--- config.mk ---
export PLATFORM = sky130hd
export DESIGN_NAME = serial_nibble_comparator
export DESIGN_NICKNAME = d
export VERILOG_FILES = /design/src/rtl/serial_nibble_comparator_pkg.sv /design/src/rtl/serial_nibble_comparator_cmp.sv /design/src/rtl/serial_nibble_comparator.sv
export SDC_FILE = /design/constraint.sdc
export NUM_CORES = 1
export LEC_CHECK = 0
export ABC_AREA = 1
export CORE_MARGIN = 4
export CORE_UTILIZATION = 55
export DETAILED_ROUTE_END_ITERATION = 12
export PLACE_DENSITY = 0.89
export SYNTH_ARGS = -nofsm -noshare
export SYNTH_HDL_FRONTEND = slang
export SYNTH_HIERARCHICAL = 1
export SYNTH_SLANG_ARGS = --single-unit
--- constraint.sdc ---
create_clock -name clk -period 2.46 [get_ports clk]
set_input_delay 0.738 -clock clk [delete_from_list [all_inputs] [get_ports clk]]
set_output_delay 0.738 -clock clk [all_outputs]
set_load 0.02 [all_outputs]
--- src/rtl/serial_nibble_comparator_pkg.sv ---
// Shared definitions for the serial nibble comparator: FSM state encoding
// and the slice width. Imported by the top level and the compare slice.
package serial_nibble_comparator_pkg;

  localparam int NIBBLE = 4;

  localparam logic [1:0] ST_IDLE = 2'd0;
  localparam logic [1:0] ST_RUN  = 2'd1;
  localparam logic [1:0] ST_DONE = 2'd2;

  typedef enum logic [1:0] {
    S_IDLE = ST_IDLE,
    S_RUN  = ST_RUN,
    S_DONE = ST_DONE
  } state_e;

endpackage

--- src/rtl/serial_nibble_comparator_cmp.sv ---
// nibble_cascade_cmp: combinational 4-bit unsigned compare slice with
// cascade inputs. The nibble being compared is more significant than
// whatever produced eq_i/gt_i/lt_i, so any inequality here overrides them.
//   x, y        : nibbles under compare
//   eq_i/gt_i/lt_i : result of the less significant nibbles
//   eq_o/gt_o/lt_o : combined result
module nibble_cascade_cmp
  import serial_nibble_comparator_pkg::*;
(
  input  logic [NIBBLE-1:0] x,
  input  logic [NIBBLE-1:0] y,
  input  logic              eq_i,
  input  logic              gt_i,
  input  logic              lt_i,
  output logic              eq_o,
  output logic              gt_o,
  output logic              lt_o
);

  logic same;
  assign same = (x == y);

  assign eq_o = same & eq_i;
  assign gt_o = (x > y) | (gt_i & same);
  assign lt_o = (x < y) | (lt_i & same);

endmodule

--- src/rtl/serial_nibble_comparator.sv ---
// serial_nibble_comparator: WIDTH-bit unsigned compare done one nibble per
// clock, LSB nibble first, reusing a single cascade slice whose outputs are
// registered and fed back as its cascade inputs.
//   clk, rst_n : clock, async active-low reset
//   start      : request; accepted in IDLE or DONE
//   a, b       : operands, captured on the accepted-start edge
//   busy       : compare in progress (RUN state)
//   done       : one-cycle pulse when eq/gt/lt are updated
//   eq, gt, lt : result, held until the next completion
module serial_nibble_comparator
  import serial_nibble_comparator_pkg::*;
#(
  parameter int WIDTH = 16
) (
  input  logic             clk,
  input  logic             rst_n,
  input  logic             start,
  input  logic [WIDTH-1:0] a,
  input  logic [WIDTH-1:0] b,
  output logic             busy,
  output logic             done,
  output logic             eq,
  output logic             gt,
  output logic             lt
);

  localparam int NIB   = WIDTH / NIBBLE;
  localparam int IDX_W = (NIB > 1) ? $clog2(NIB) : 1;
  localparam logic [IDX_W-1:0] IDX_LAST = IDX_W'(NIB - 1);

  state_e           state_q, state_d;
  logic [WIDTH-1:0] a_sh_q, a_sh_d, b_sh_q, b_sh_d;
  logic [IDX_W-1:0] idx_q, idx_d;
  logic             eq_c_q, eq_c_d, gt_c_q, gt_c_d, lt_c_q, lt_c_d;
  logic             eq_q, eq_d, gt_q, gt_d, lt_q, lt_d;
  logic             busy_q, busy_d, done_q, done_d;
  logic             s_eq, s_gt, s_lt;

  nibble_cascade_cmp u_slice (
    .x    (a_sh_q[NIBBLE-1:0]),
    .y    (b_sh_q[NIBBLE-1:0]),
    .eq_i (eq_c_q),
    .gt_i (gt_c_q),
    .lt_i (lt_c_q),
    .eq_o (s_eq),
    .gt_o (s_gt),
    .lt_o (s_lt)
  );

  always_comb begin
    state_d = state_q;
    a_sh_d  = a_sh_q;
    b_sh_d  = b_sh_q;
    idx_d   = idx_q;
    eq_c_d  = eq_c_q;
    gt_c_d  = gt_c_q;
    lt_c_d  = lt_c_q;
    eq_d    = eq_q;
    gt_d    = gt_q;
    lt_d    = lt_q;
    busy_d  = busy_q;
    done_d  = 1'b0;
    case (state_q)
      S_IDLE, S_DONE: begin
        // DONE behaves like IDLE for acceptance so back-to-back compares
        // lose no cycle.
        busy_d  = 1'b0;
        state_d = S_IDLE;
        if (start) begin
          state_d = S_RUN;
          busy_d  = 1'b1;
          a_sh_d  = a;
          b_sh_d  = b;
          idx_d   = '0;
          eq_c_d  = 1'b1;
          gt_c_d  = 1'b0;
          lt_c_d  = 1'b0;
        end
      end
      S_RUN: begin
        eq_c_d = s_eq;
        gt_c_d = s_gt;
        lt_c_d = s_lt;
        a_sh_d = a_sh_q >> NIBBLE;
        b_sh_d = b_sh_q >> NIBBLE;
        idx_d  = idx_q + IDX_W'(1);
        if (idx_q == IDX_LAST) begin
          state_d = S_DONE;
          busy_d  = 1'b0;
          done_d  = 1'b1;
          eq_d    = s_eq;
          gt_d    = s_gt;
          lt_d    = s_lt;
        end
      end
      default: begin
        state_d = S_IDLE;
        busy_d  = 1'b0;
      end
    endcase
  end

  always_ff @(posedge clk or negedge rst_n) begin
    if (!rst_n) begin
      state_q <= S_IDLE;
      a_sh_q  <= '0;
      b_sh_q  <= '0;
      idx_q   <= '0;
      eq_c_q  <= 1'b1;
      gt_c_q  <= 1'b0;
      lt_c_q  <= 1'b0;
      eq_q    <= 1'b0;
      gt_q    <= 1'b0;
      lt_q    <= 1'b0;
      busy_q  <= 1'b0;
      done_q  <= 1'b0;
    end else begin
      state_q <= state_d;
      a_sh_q  <= a_sh_d;
      b_sh_q  <= b_sh_d;
      idx_q   <= idx_d;
      eq_c_q  <= eq_c_d;
      gt_c_q  <= gt_c_d;
      lt_c_q  <= lt_c_d;
      eq_q    <= eq_d;
      gt_q    <= gt_d;
      lt_q    <= lt_d;
      busy_q  <= busy_d;
      done_q  <= done_d;
    end
  end

  assign busy = busy_q;
  assign done = done_q;
  assign eq   = eq_q;
  assign gt   = gt_q;
  assign lt   = lt_q;

endmodule

After elaboration in Yosys (flattened, before gate mapping). Index checks and enable logic that the tools add are counted.

Magnitude comparators: 2. Equality and inequality tests: 6. Multiplexer cells: 19. Reduce and logical (&&, ||, !) cells: 5. Bitwise logic cells: 5. Add/subtract/negate cells: 1.

Operator list (count): $pmux 16 s2 (2); $mux 16 (2); $pmux 1 s2 (4); $pmux 2 s2 (2); $mux 1 (7); $eq 2x2->1 const B (2); $eq 4x4->1 (1); $gt 4x4->1 (1); $lt 4x4->1 (1); $mux 2 (2); $ne 2x2->1 const B (2); $reduce_and 2->1 (2); $and 1x1->1 (3); $add 2x1->2 const B (1); $eq 2x1->1 const B (1); $logic_not 2->1 (1); $or 1x1->1 (2); $reduce_bool 2->1 (1); $reduce_or 2->1 (1).

Word-level logic and storage cells: 50. Register bits: 44.

Logic depth before layout (Yosys ltp).
Word-level depth: 4. Mapped depth: 11. Mapped depth without buffers: 11.

By module. Netlist, hierarchy kept.

Modules (own cells, without submodules): serial_nibble_comparator (instances 1, area an instance 2179.6 sq um, cells each 279, sequential area each 1102.3 sq um); nibble_cascade_cmp (instances 1, area an instance 142.6 sq um, cells each 25, sequential area each 0.0 sq um).

Least setup slack after synthesis. Ideal clock, no wire load.

Kind: in2reg. Start: input port start. End: register a_sh_q[1]. Arrival: 1.160 ns. Cell stages on the path: 6. Buffers on the path: 1. Setup time: 0.117 ns. Path slack: 1.182 ns. Path through: nand2_4 > nand2_8 > inv_6 > buf_6 > nand2_1 > nand2_1.

Cells in the longest elaborated chain, start to end: 2.

Ends and longest elaborated chain: from (decl) (line serial_nibble_comparator.sv:17) `input logic start,`; $ne 2x2->1 (no source line); $reduce_and 2->1 (no source line); to (signal assigned) (line serial_nibble_comparator.sv:119) `a_sh_q <= a_sh_d;`; to (decl) (line serial_nibble_comparator.sv:32) `logic [WIDTH-1:0] a_sh_q, a_sh_d, b_sh_q, b_sh_d;`.

No other way between the ends. A chain may end at the register's enable or synchronous reset.

Worst setup path in the final report.
Start: register lt_q, in the netlist lt. End: output port lt.

RTL lines: from (decl) (line serial_nibble_comparator.sv:35) `logic eq_q, eq_d, gt_q, gt_d, lt_q, lt_d;`; from (signal assigned) (line serial_nibble_comparator.sv:127) `lt_q <= lt_d;`; to (decl) (line serial_nibble_comparator.sv:24) `output logic lt`.

No word-level cell between the ends.

==> metrics.cfg <==
[finish]
final_util = 0.691
area_growth_pct = 19.8
drive_gt1_frac = 0.0674
final_nets = 380
num_antenna_cells = 0

[global_routing]
grt_max_degree = 45
grt_pass1_wl_mm = 8.05
grt_pass1_vias = 1830
grt_overflow = 0
grt_use_total = 0.196
antenna_found_initial = 0

[die]
rows = 23
die_height_um = 73.0
io_pins = 40
die_w_um = 73.0
dieArea_um2 = 5330
initial_utilization = 0.576
core_area_um2 = 4030

[min_path]
hp-start = gt_c_q
whs_endpoint = gt_c_q
hp-class = flip-flop to flip-flop
min_path_cells = 2

[drt]
vias = 1972
ant_nets = 0
avgViaCountPerCell = 5.04
dr.pass1.iters = 4
wl_per_cell_um = 12.1
wirelength_mm = 4.72
drc = 0
drt_iter0_drc = 128

[clock_tree]
root_buffer = clkbuf_8
cts_tree = yes
cts_hold_buf = 0
insertion_delay_ns = 0.29
cts_setup_buffers = 0
ctsLongestPathBuffers = 2
numCtsBuffers = 5
cts_resized = 0
clkSinkCount = 44
clkTransAtPathRegs_ns = 0.07
htreeDepth = 2

[worst_setup_path]
worstPathRequired_ns = 1.72
rrSetupSlack_ns = 0.77
worst-path-buf-inv = 1
max_stage_delay_ns = 0.61
path_delay_family = buffers and inverters
arrival_ns = 1.27
reg2reg_depth = 6
worst_path_max_delay_cell = clkdlybuf4s50_1
cp-end-kind = output port
worstReg2RegEnd = a_sh_q[6]
r2r_start = state_q[1]
startpoint_type = flip-flop
critPathKind = flip-flop to output port
path_cells = clkdlybuf4s50_1
cp_max_fo = 2

[synthesis]
synthFlopType = dfrtp_1
synth_top_area_frac = 0.463
synth_cells = 304
synth.distinct_cells = 21
synth_most_common_cell = nand2_1
synth_common_cells = nand2_1, inv_1, nand3_1, dfrtp_1
ys_ff_latch = 44
avgSynthCellArea_um2 = 7.64
synthesis.area_um2 = 2320
yosysSeqAreaShare = 0.475
syn-num-nets = 344
synth_warnings = 6
yosys.area.top_type = dfrtp_1
synth_edf_count = 0
synthTopCellsByArea = dfrtp_1, nand2_1, nand3_1
ys_async_sr_fraction = 1.00

[timing]
tns_ns = 0
clock.fmax_ghz = 0.498
min_period_over_period = 0.816
worst_clock_skew_ns = 0.00525
min_period_ns = 2.01
rsz0062_at_grt = no
drv_slew = 0
tightestPinTransition_ns = 0.548
finalHoldViolations = 0
holdWs_ns = 0.473
setup-violations-final = 0
maxSlewHeadroom = 0.635

[power_and_ir_drop]
ir_drop_mv = 0.634
leakage_nw = 1.55
powerDensity_nw_per_um2 = 1290

[placement]
place.gp.congestion = 0.771
hpwl_mm = 3.27
port_buffers = 39

[run_status]
status = completed

[run]
max-cap-violations = 0

==> flip-flops by register name (all words and copies together) (netlist names) <==
register  cells
eq_c_q        1
lt            1
lt_c_q        1
eq            1
gt            1
a_sh_q       16
gt_c_q        1
state_q       2
b_sh_q       16
busy          1
idx_q         2
done          1
==> layer usage <==
metal,global-route usage,part of all wire
met2,0.332,0.52
met4,0.0717,0.019
met1,0.241,0.41
met3,0.0510,0.052
met5,0,0
==> power breakdown <==
part / internal, mW / leakage [nW] / switching (mW)
Clock: 0.256 / 0.0515 / 0.223
Combinational: 0.665 / 0.951 / 1.17
Sequential: 1.09 / 0.545 / 0.188
Total: 2.01 / 1.55 / 1.58
==> logic make-up (layout without fill, tap and decap cells) <==
| logic type | count (synthesis) | in the layout | share of synthesized area |
|---|---|---|---|
| simple gates | 168 | 168 | 0.324 |
| buf+inv | 75 | 112 | 0.148 |
| compound gates | 12 | 12 | 0.0259 |
| flops | 44 | 44 | 0.475 |
| fa+ha+maj | 5 | 5 | 0.0269 |
==> cells in the final DEF (no fill, tap or decap) <==
master / n
nand3_2: 1
nand3_1: 49
clkdlybuf4s50_1: 38
dfstp_2: 1
nor2_4: 1
buf_2: 1
nand2_8: 2
inv_1: 58
buf_4: 2
o21ai_0: 4
nand2_2: 2
nand2_4: 1
o21ai_1: 6
a21oi_1: 2
nand4_1: 1
nor2_1: 3
inv_6: 1
clkbuf_8: 7
nand2_1: 108
dfrtp_1: 43
ha_1: 5
inv_2: 4
clkbuf_1: 1
==> metrics by stage <==
step | instances | worst slack (ns) | power [mW] | cell area [µm²]
2_1_floorplan | 304 | 1.18 | 2.79 | 2320
3_3_place_gp | 383 | 0.535 | 3.01 | 2680
3_5_place_dp | 383 | 0.492 | 3.11 | 2680
4_1_cts | 391 | 0.447 | 3.61 | 2780
5_1_grt | 391 | 0.394 | 3.96 | 2780
6_report | 391 | 0.454 | 3.59 | 2780
==> how the worst max path moves through the flow <==
stage	start	to	slack, ns	cells after the start
2_1_floorplan	start	a_sh_q[1]	1.18	6
3_3_place_gp	start	b_sh_q[4]	0.53	6
3_5_place_dp	start	a_sh_q[6]	0.49	6
4_1_cts	busy	busy	0.45	1
5_1_grt	busy	busy	0.39	1
6_report	lt	lt	0.45	1
==> final cells by class <==
class                   instances  area [µm²]
fillers                       326        1250
flip-flops and latches         44        1100
multi-input cells             185         876
repair buffers                 41         400
inverters                      63         241
clock buffers                   8         100
well taps                      50        62.6
No activity file was read; power rests on OpenSTA's default activity.
